===== src/rtl/fc_writeback_if.sv =====
// Beat/write bundle between the MAC pipeline, fc_writeback and the memories.
// The slave modport is the writeback view; master drives beats and sees writes.
interface fc_writeback_if #(
  parameter int ADDR     = 10,
  parameter int OUT_ADDR = 7,
  parameter int DATA_W   = 16,
  parameter int ACC_W    = 40
);
  logic                valid_i;
  logic [ACC_W-1:0]    prod_i;
  logic                has_bias_i;
  logic [DATA_W-1:0]   bias_i;
  logic [DATA_W-1:0]   w_a_i;
  logic [DATA_W-1:0]   w_b_i;
  logic [DATA_W-1:0]   grad_a_i;
  logic [DATA_W-1:0]   grad_b_i;
  logic                out_we;
  logic [OUT_ADDR-1:0] out_addr;
  logic [DATA_W-1:0]   out_data;
  logic                wgt_we;
  logic [ADDR-1:0]     wgt_addr_a;
  logic [ADDR-1:0]     wgt_addr_b;
  logic [DATA_W-1:0]   wgt_data_a;
  logic [DATA_W-1:0]   wgt_data_b;
  logic                done;

  modport slave (
    input  valid_i, prod_i, has_bias_i, bias_i,
    input  w_a_i, w_b_i, grad_a_i, grad_b_i,
    output out_we, out_addr, out_data,
    output wgt_we, wgt_addr_a, wgt_addr_b,
    output wgt_data_a, wgt_data_b, done
  );

  modport master (
    output valid_i, prod_i, has_bias_i, bias_i,
    output w_a_i, w_b_i, grad_a_i, grad_b_i,
    input  out_we, out_addr, out_data,
    input  wgt_we, wgt_addr_a, wgt_addr_b,
    input  wgt_data_a, wgt_data_b, done
  );
endinterface


===== src/rtl/fc_writeback.sv =====
// FC layer writeback: forward accumulate/saturate, backward SGD weight update.
// Optional FC_WB_RELU_EN clamps negative forward activations to zero.
module fc_writeback #(
  parameter int ADDR           = 10,
  parameter int OUT_ADDR       = 7,
  parameter int DATA_W         = 16,
  parameter int ACC_W          = 40,
  parameter int FRAC           = 8,
  parameter int FAN_IN         = 64,
  parameter int FAN_OUT        = 100,
  parameter int MID_PTR_OFFSET = 512
) (
  input logic clk,
  input logic rst_n,
  input logic forward,
  fc_writeback_if.slave bus
);
  localparam int PW = (FAN_IN > 1) ? $clog2(FAN_IN) : 1;
  localparam logic signed [ACC_W-1:0] P_MAX =
    {{(ACC_W-DATA_W+1){1'b0}}, {(DATA_W-1){1'b1}}};
  localparam logic signed [ACC_W-1:0] P_MIN =
    {{(ACC_W-DATA_W+1){1'b1}}, {(DATA_W-1){1'b0}}};

  typedef enum logic [1:0] {S_IDLE, S_FWD, S_BWD} state_t;

  state_t r_state, w_next;

  logic [PW-1:0]           r_prod_cnt;
  logic [OUT_ADDR-1:0]     r_neuron_cnt;
  logic [ADDR-1:0]         r_head_cnt;
  logic signed [ACC_W-1:0] r_acc;
  logic                    r_seen;
  logic                    r_prev_fwd;
  logic                    r_out_we;
  logic [OUT_ADDR-1:0]     r_out_addr;
  logic [DATA_W-1:0]       r_out_data;
  logic                    r_wgt_we;
  logic [ADDR-1:0]         r_wgt_addr_a;
  logic [ADDR-1:0]         r_wgt_addr_b;
  logic [DATA_W-1:0]       r_wgt_data_a;
  logic [DATA_W-1:0]       r_wgt_data_b;
  logic                    r_done;

  logic                    w_switch;
  logic                    w_fwd_beat;
  logic                    w_bwd_beat;
  logic                    w_last_prod;
  logic                    w_last_neu;
  logic                    w_last_head;
  logic signed [ACC_W-1:0] w_bias_sh;
  logic signed [ACC_W-1:0] w_acc_base;
  logic signed [ACC_W-1:0] w_acc_sum;
  logic signed [ACC_W-1:0] w_shift;
  logic [DATA_W-1:0]       w_act;
  logic [DATA_W-1:0]       w_out;

  function automatic logic [DATA_W-1:0] sat_sub(
    input logic [DATA_W-1:0] a,
    input logic [DATA_W-1:0] b
  );
    logic [DATA_W:0] d;
    d = {a[DATA_W-1], a} - {b[DATA_W-1], b};
    if (d[DATA_W] != d[DATA_W-1])
      return d[DATA_W] ? {1'b1, {(DATA_W-1){1'b0}}}
                       : {1'b0, {(DATA_W-1){1'b1}}};
    return d[DATA_W-1:0];
  endfunction

  // First cycle after reset has no previous mode to compare against
  assign w_switch    = r_seen && (forward != r_prev_fwd);
  assign w_last_prod = r_prod_cnt == PW'(FAN_IN - 1);
  assign w_last_neu  = r_neuron_cnt == OUT_ADDR'(FAN_OUT - 1);
  assign w_last_head = r_head_cnt == ADDR'(MID_PTR_OFFSET - 1);

  always_comb begin
    w_next     = r_state;
    w_fwd_beat = 1'b0;
    w_bwd_beat = 1'b0;
    if (w_switch) begin
      w_next = S_IDLE;
    end else if (bus.valid_i) begin
      unique case (r_state)
        S_IDLE: begin
          w_fwd_beat = forward;
          w_bwd_beat = !forward;
        end
        S_FWD:   w_fwd_beat = 1'b1;
        S_BWD:   w_bwd_beat = 1'b1;
        default: w_next = S_IDLE;
      endcase
      if (w_fwd_beat)
        w_next = (w_last_prod && w_last_neu) ? S_IDLE : S_FWD;
      if (w_bwd_beat)
        w_next = w_last_head ? S_IDLE : S_BWD;
    end
  end

  always_ff @(posedge clk or negedge rst_n) begin
    if (!rst_n) r_state <= S_IDLE;
    else        r_state <= w_next;
  end

  assign w_bias_sh  = ACC_W'($signed(bus.bias_i)) <<< FRAC;
  assign w_acc_base = (r_prod_cnt != '0) ? r_acc :
                      bus.has_bias_i ? w_bias_sh : '0;
  assign w_acc_sum  = w_acc_base + $signed(bus.prod_i);
  assign w_shift    = w_acc_sum >>> FRAC;

  always_comb begin
    w_act = w_shift[DATA_W-1:0];
    if (w_shift > P_MAX)
      w_act = {1'b0, {(DATA_W-1){1'b1}}};
    else if (w_shift < P_MIN)
      w_act = {1'b1, {(DATA_W-1){1'b0}}};
  end

`ifdef FC_WB_RELU_EN
  assign w_out = w_act[DATA_W-1] ? '0 : w_act;
`else
  assign w_out = w_act;
`endif

  always_ff @(posedge clk or negedge rst_n) begin
    if (!rst_n) begin
      r_prod_cnt   <= '0;
      r_neuron_cnt <= '0;
      r_head_cnt   <= '0;
      r_acc        <= '0;
      r_seen       <= 1'b0;
      r_prev_fwd   <= 1'b0;
      r_out_we     <= 1'b0;
      r_out_addr   <= '0;
      r_out_data   <= '0;
      r_wgt_we     <= 1'b0;
      r_wgt_addr_a <= '0;
      r_wgt_addr_b <= '0;
      r_wgt_data_a <= '0;
      r_wgt_data_b <= '0;
      r_done       <= 1'b0;
    end else begin
      r_out_we   <= 1'b0;
      r_wgt_we   <= 1'b0;
      r_done     <= 1'b0;
      r_seen     <= 1'b1;
      r_prev_fwd <= forward;
      if (w_switch) begin
        r_prod_cnt   <= '0;
        r_neuron_cnt <= '0;
        r_head_cnt   <= '0;
        r_acc        <= '0;
      end else if (w_fwd_beat) begin
        r_acc <= w_acc_sum;
        if (w_last_prod) begin
          r_prod_cnt <= '0;
          r_out_we   <= 1'b1;
          r_out_addr <= r_neuron_cnt;
          r_out_data <= w_out;
          if (w_last_neu) begin
            r_neuron_cnt <= '0;
            r_done       <= 1'b1;
          end else begin
            r_neuron_cnt <= r_neuron_cnt + OUT_ADDR'(1);
          end
        end else begin
          r_prod_cnt <= r_prod_cnt + PW'(1);
        end
      end else if (w_bwd_beat) begin
        r_wgt_we     <= 1'b1;
        r_wgt_addr_a <= r_head_cnt;
        r_wgt_addr_b <= ADDR'(MID_PTR_OFFSET) + r_head_cnt;
        r_wgt_data_a <= sat_sub(bus.w_a_i, bus.grad_a_i);
        r_wgt_data_b <= sat_sub(bus.w_b_i, bus.grad_b_i);
        if (w_last_head) begin
          r_head_cnt <= '0;
          r_done     <= 1'b1;
        end else begin
          r_head_cnt <= r_head_cnt + ADDR'(1);
        end
      end
    end
  end

  assign bus.out_we     = r_out_we;
  assign bus.out_addr   = r_out_addr;
  assign bus.out_data   = r_out_data;
  assign bus.wgt_we     = r_wgt_we;
  assign bus.wgt_addr_a = r_wgt_addr_a;
  assign bus.wgt_addr_b = r_wgt_addr_b;
  assign bus.wgt_data_a = r_wgt_data_a;
  assign bus.wgt_data_b = r_wgt_data_b;
  assign bus.done       = r_done;
endmodule

===== src/flat_wrapper.sv =====
// flat-port wrapper written by rule: the top's interface ports become plain ports
module fc_writeback_flat 
#(
  parameter int ADDR           = 10,
  parameter int OUT_ADDR       = 7,
  parameter int DATA_W         = 16,
  parameter int ACC_W          = 40,
  parameter int FRAC           = 8,
  parameter int FAN_IN         = 64,
  parameter int FAN_OUT        = 100,
  parameter int MID_PTR_OFFSET = 512
)
  (clk, rst_n, forward, bus_valid_i, bus_prod_i, bus_has_bias_i, bus_bias_i, bus_w_a_i, bus_w_b_i, bus_grad_a_i, bus_grad_b_i, bus_out_we, bus_out_addr, bus_out_data, bus_wgt_we, bus_wgt_addr_a, bus_wgt_addr_b, bus_wgt_data_a, bus_wgt_data_b, bus_done);
  fc_writeback_if #(.ADDR(ADDR), .OUT_ADDR(OUT_ADDR), .DATA_W(DATA_W), .ACC_W(ACC_W)) bus_i ();
  input logic clk;
  input logic rst_n;
  input logic forward;
  input wire logic [$bits(bus_i.valid_i)-1:0] bus_valid_i;
  input wire logic [$bits(bus_i.prod_i)-1:0] bus_prod_i;
  input wire logic [$bits(bus_i.has_bias_i)-1:0] bus_has_bias_i;
  input wire logic [$bits(bus_i.bias_i)-1:0] bus_bias_i;
  input wire logic [$bits(bus_i.w_a_i)-1:0] bus_w_a_i;
  input wire logic [$bits(bus_i.w_b_i)-1:0] bus_w_b_i;
  input wire logic [$bits(bus_i.grad_a_i)-1:0] bus_grad_a_i;
  input wire logic [$bits(bus_i.grad_b_i)-1:0] bus_grad_b_i;
  output wire logic [$bits(bus_i.out_we)-1:0] bus_out_we;
  output wire logic [$bits(bus_i.out_addr)-1:0] bus_out_addr;
  output wire logic [$bits(bus_i.out_data)-1:0] bus_out_data;
  output wire logic [$bits(bus_i.wgt_we)-1:0] bus_wgt_we;
  output wire logic [$bits(bus_i.wgt_addr_a)-1:0] bus_wgt_addr_a;
  output wire logic [$bits(bus_i.wgt_addr_b)-1:0] bus_wgt_addr_b;
  output wire logic [$bits(bus_i.wgt_data_a)-1:0] bus_wgt_data_a;
  output wire logic [$bits(bus_i.wgt_data_b)-1:0] bus_wgt_data_b;
  output wire logic [$bits(bus_i.done)-1:0] bus_done;
  assign bus_i.valid_i = bus_valid_i;
  assign bus_i.prod_i = bus_prod_i;
  assign bus_i.has_bias_i = bus_has_bias_i;
  assign bus_i.bias_i = bus_bias_i;
  assign bus_i.w_a_i = bus_w_a_i;
  assign bus_i.w_b_i = bus_w_b_i;
  assign bus_i.grad_a_i = bus_grad_a_i;
  assign bus_i.grad_b_i = bus_grad_b_i;
  assign bus_out_we = bus_i.out_we;
  assign bus_out_addr = bus_i.out_addr;
  assign bus_out_data = bus_i.out_data;
  assign bus_wgt_we = bus_i.wgt_we;
  assign bus_wgt_addr_a = bus_i.wgt_addr_a;
  assign bus_wgt_addr_b = bus_i.wgt_addr_b;
  assign bus_wgt_data_a = bus_i.wgt_data_a;
  assign bus_wgt_data_b = bus_i.wgt_data_b;
  assign bus_done = bus_i.done;
  fc_writeback #(.ADDR(ADDR), .OUT_ADDR(OUT_ADDR), .DATA_W(DATA_W), .ACC_W(ACC_W), .FRAC(FRAC), .FAN_IN(FAN_IN), .FAN_OUT(FAN_OUT), .MID_PTR_OFFSET(MID_PTR_OFFSET)) u_core (.clk(clk), .rst_n(rst_n), .forward(forward), .bus(bus_i));
endmodule

===== config.mk =====
export PLATFORM = sky130hd
export DESIGN_NAME = fc_writeback_flat
export DESIGN_NICKNAME = d
export VERILOG_FILES = /design/src/rtl/fc_writeback_if.sv /design/src/rtl/fc_writeback.sv /design/src/flat_wrapper.sv
export SDC_FILE = /design/constraint.sdc
export NUM_CORES = 1
export LEC_CHECK = 0
export CORE_MARGIN = 5
export CORE_UTILIZATION = 53
export DETAILED_ROUTE_END_ITERATION = 8
export HOLD_SLACK_MARGIN = 0.05
export PLACE_DENSITY = 0.82
export SYNTH_ARGS = -nofsm -noshare
export SYNTH_HDL_FRONTEND = slang
export SYNTH_SLANG_ARGS = --single-unit

===== constraint.sdc =====
create_clock -name clk -period 5.8 [get_ports clk]
set_input_delay 0.87 -clock clk [delete_from_list [all_inputs] [get_ports clk]]
set_output_delay 0.87 -clock clk [all_outputs]
set_load 0.005 [all_outputs]

==> impl_metrics.csv <==
group,metric,value,unit
clock_network,clock-sinks,136,
power_and_ir_drop,power_density,375.9,mW/mm^2
drt,drtIter0Drc,597,
worst_setup_path,cpPeakStageDelay,0.60,ns
power_and_ir_drop,swShare,39.55,%
synth,synthFlopType,"dfrtp_1",
timing,tightest_slew,0.8767,ns
placed_design,placed_area,0.01212,mm^2
synth,synth_cell_types,77,
run_status,status,"complete, no violations",
synth,yosysTopAreaCell,"dfrtp_1",
power_and_ir_drop,seqPwrFrac,26.9,%
finish,multiInputGateArea,0.006101,mm^2
worst_setup_path,critPathArrivalTime,5.43,ns
worst_setup_path,worst_setup_path_start_kind,"register",
synth,syn-num-nets,1429,
timing,fmax,193.5,MHz
floorplan,ios,203,
finish,ff_latch_area,0.003403,mm^2
clock_network,clock_latency,0.44,ns
placed_design,portBuffers,202,
timing,fin_setup_tns,0,ns
timing,slew_viol_final,0,
synth,ys_warn_count,0,
synth,synth_edf_count,0,
timing,fin_ws,0.6308,ns
global_route,grt_pass1_wl,45770,um
finish,fin_cells,1646,
synth,post_synth.cell_area_avg,8.170,um^2
clock_network,cts_made_buffers,17,
worst_setup_path,cp_slowest_cell,"a2bb2o_1",
finish,drive_gt1_share,6.516,%
timing,max_slew_margin,41.55,%
placed_design,gp_congestion,0.9157,
worst_setup_path,r2r-end,"u_core.bus.out_data[6]",
synth,syn-cell-area,0.01002,mm^2
timing,finalSetupViolCount,0,
timing,fin_crit_sh,89.12,%
global_route,antenna_found_initial,0,
flow_run,maxCapViolations,0,
global_route,grt_max_degree,82,
clock_network,clk_pin_slew_worst_paths,0.06,ns
power_and_ir_drop,power_leakage,5.757,nW
synth,yosysMostFrequentCell,"nand2_1",
finish,final_util,68.40,%
timing,hold_ws,0.4864,ns
clock_network,cts_hold_buf,0,
synth,async_reset_ff_share,100.0,%
finish,fill_cells,1511,
global_route,grt_pass1_vias,9476,
min_path,hp-class,"in -> async",
drt,wirelength,27710,um
power_and_ir_drop,internal_power,2.898,mW
synth,netlist_instances,1226,
power_and_ir_drop,p_sw,1.896,mW
synth,yosys-top-cells-area,"dfrtp_1 (34%), ha_1 (9.4%), nand2_1 (7.5%), a21oi_1 (5.2%), nor2_1 (4.2%)",
synth,synth_top_area_share,33.98,%
worst_setup_path,reg2reg_from,"u_core.r_prod_cnt[2]",
drt,drc_errors,0,
synth,synth-seq-cells,136,
clock_network,htree_levels,4,
placed_design,dp.cells,1614,
worst_setup_path,crit_type,"reg -> reg",
timing,finClkSkew,0.01219,ns
worst_setup_path,end_kind,"register",
global_route,grt-ovfl-total,0,
worst_setup_path,cp.required,6.06,ns
timing,hold_viol,0,
finish,area_delta_synth_final,27.32,%
clock_network,post_cts_buffers,0,
global_route,grt_use_total,25.46,%
worst_setup_path,cp_cell_sequence,"nor4_1, and2_1, buf_4, nand3_1, nand2_1, ha_1, a21oi_2, and2_1, o211ai_1, and2_1, nor3_2, xor2_1, nand4_1, or4_1, nor4_1, a2bb2o_1, o22ai_1",
synth,ys_seq_area_share,33.98,%
clock_network,cts_resized,0,
worst_setup_path,reg2reg_slack,0.63,ns
floorplan,dieArea,0.02175,mm^2
floorplan,fp.dieW,147.5,um
drt,num_vias,9628,
placed_design,post-place-ws,0.6123,ns
floorplan,coreArea,0.01864,mm^2
power_and_ir_drop,p_comb_share,49.0,%
floorplan,rows,50,
worst_setup_path,critPathMostFrequentCell,"and2_1",
floorplan,die_h,147.5,um
power_and_ir_drop,clockPowerShare,24.1,%
power_and_ir_drop,peakVddDrop,0.2201,mV
worst_setup_path,reg2reg_depth,17,
power_and_ir_drop,total_power,4.794,mW
floorplan,initial_core_util,53.72,%
clock_network,cts_root_buf,"clkbuf_16",
finish,fin_area,0.01275,mm^2
finish,n_antenna_cell,0,
clock_network,cts_tree,"done",
timing,rsz0062_at_grt,"false",
clock_network,cts_buffer_depth,2,
timing,layout_min_cycle_time,5.169,ns
worst_setup_path,cp_max_fo,32,
drt,viasPerCell,5.849,
placed_design,dp_hpwl,20540,um
drt,wl_per_cell,16.84,um
drt,drtAntennaViolNets,0,
drt,detail_route.first_pass.iterations,5,
finish,finalNetCount,1602,
synth,synth.cells.most_frequent,"nand2_1 (201), dfrtp_1 (136), nor2_1 (111)",
## cell families (layout without fill, tap and decap cells)
group                    after synthesis  in the layout  synth area share [%]
AND/OR/NAND/NOR                      489            489                 22.70
multiplexers                           9              9                0.9994
adder cells (fa/ha/maj)               79             79                 10.07
AO/OA/AOI/OAI                        335            335                 22.11
XOR/XNOR                              57             57                 4.984
buffers and inverters                120            306                 5.122
flip-flops                           136            136                 33.98
other                                  1              1               0.03744
## registers in the layout (all words and copies together) (netlist names)
register and count:
u_core.bus.done 1, u_core.bus.out_addr 7, u_core.bus.out_data 16, u_core.bus.out_we 1, u_core.bus.wgt_addr_a 1, u_core.bus.wgt_addr_b 10
u_core.bus.wgt_data_a 16, u_core.bus.wgt_data_b 16, u_core.bus.wgt_we 1, u_core.r_acc 40, u_core.r_head_cnt 10, u_core.r_neuron_cnt 7
u_core.r_prev_fwd 1, u_core.r_prod_cnt 6, u_core.r_seen 1, u_core.r_state 2
## metal layers
layer,global-route usage [%],vias up,wire length (um)
met5,0,-,0
met4,8.388,0,713
met3,6.867,55,2301
met2,41.94,375,12940
met1,32.70,4546,11750
li1,-,4652,-
## cells in the final DEF, fill, tap and decap left out, types with 15 or more instances in the layout
cell and n:
and2_1 19, nand3_1 39, xor2_1 23, clkdlybuf4s50_1 201, a21o_1 16, o22ai_1 15
xnor2_1 34, o21a_1 30, nor3_1 21, dfrtp_1 136, a21oi_1 104, nor2_1 111
inv_1 62, clkbuf_16 17, o21ai_0 64, ha_1 75, nand2_1 201
## worst max-delay path: cells and delay by family, from the launching register on
| kind | cells | cell delay [ns] |
|---|---|---|
| and+or+nand+nor | 10 | 2.40 |
| AOI/OAI and AO/OA | 4 | 1.16 |
| DFF | 1 | 0.43 |
| buffers and inverters | 1 | 0.39 |
| xor gates and xnor gates | 1 | 0.32 |
| adders and majority gates | 1 | 0.28 |
## worst max path at each step
stage / start / end / cells after the start / slack (ns)
floorplan: bus_has_bias_i / u_core.bus.out_data[10] / 20 / 1.50
global placement: bus_has_bias_i / u_core.bus.out_data[0] / 16 / 0.77
detailed placement: bus_has_bias_i / u_core.bus.out_data[6] / 16 / 0.61
CTS: u_core.r_prod_cnt[2] / u_core.bus.out_data[6] / 17 / 0.61
global route: u_core.r_prod_cnt[2] / u_core.bus.out_data[10] / 17 / 0.20
finish: u_core.r_prod_cnt[2] / u_core.bus.out_data[6] / 17 / 0.63
## power by group through the flow
| stage | clock network, mW | registers, mW | logic [mW] |
|---|---|---|---|
| floorplan | 0 | 1.28 | 1.59 |
| global placement | 0 | 1.29 | 2.27 |
| detailed placement | 0 | 1.30 | 2.31 |
| CTS | 1.16 | 1.29 | 2.33 |
| global route | 1.21 | 1.32 | 2.61 |
| finish | 1.16 | 1.29 | 2.35 |
## layout make-up
type | count | share of cell area, %
sequential | 136 | 26.69
inverter | 63 | 1.854
tap | 234 | 2.296
clock buffer | 20 | 3.660
clock inverter | 12 | 1.266
multi-input combinational | 970 | 47.84
timing repair buffer | 211 | 16.40
Note: power is estimated with default switching activity, not from simulation.
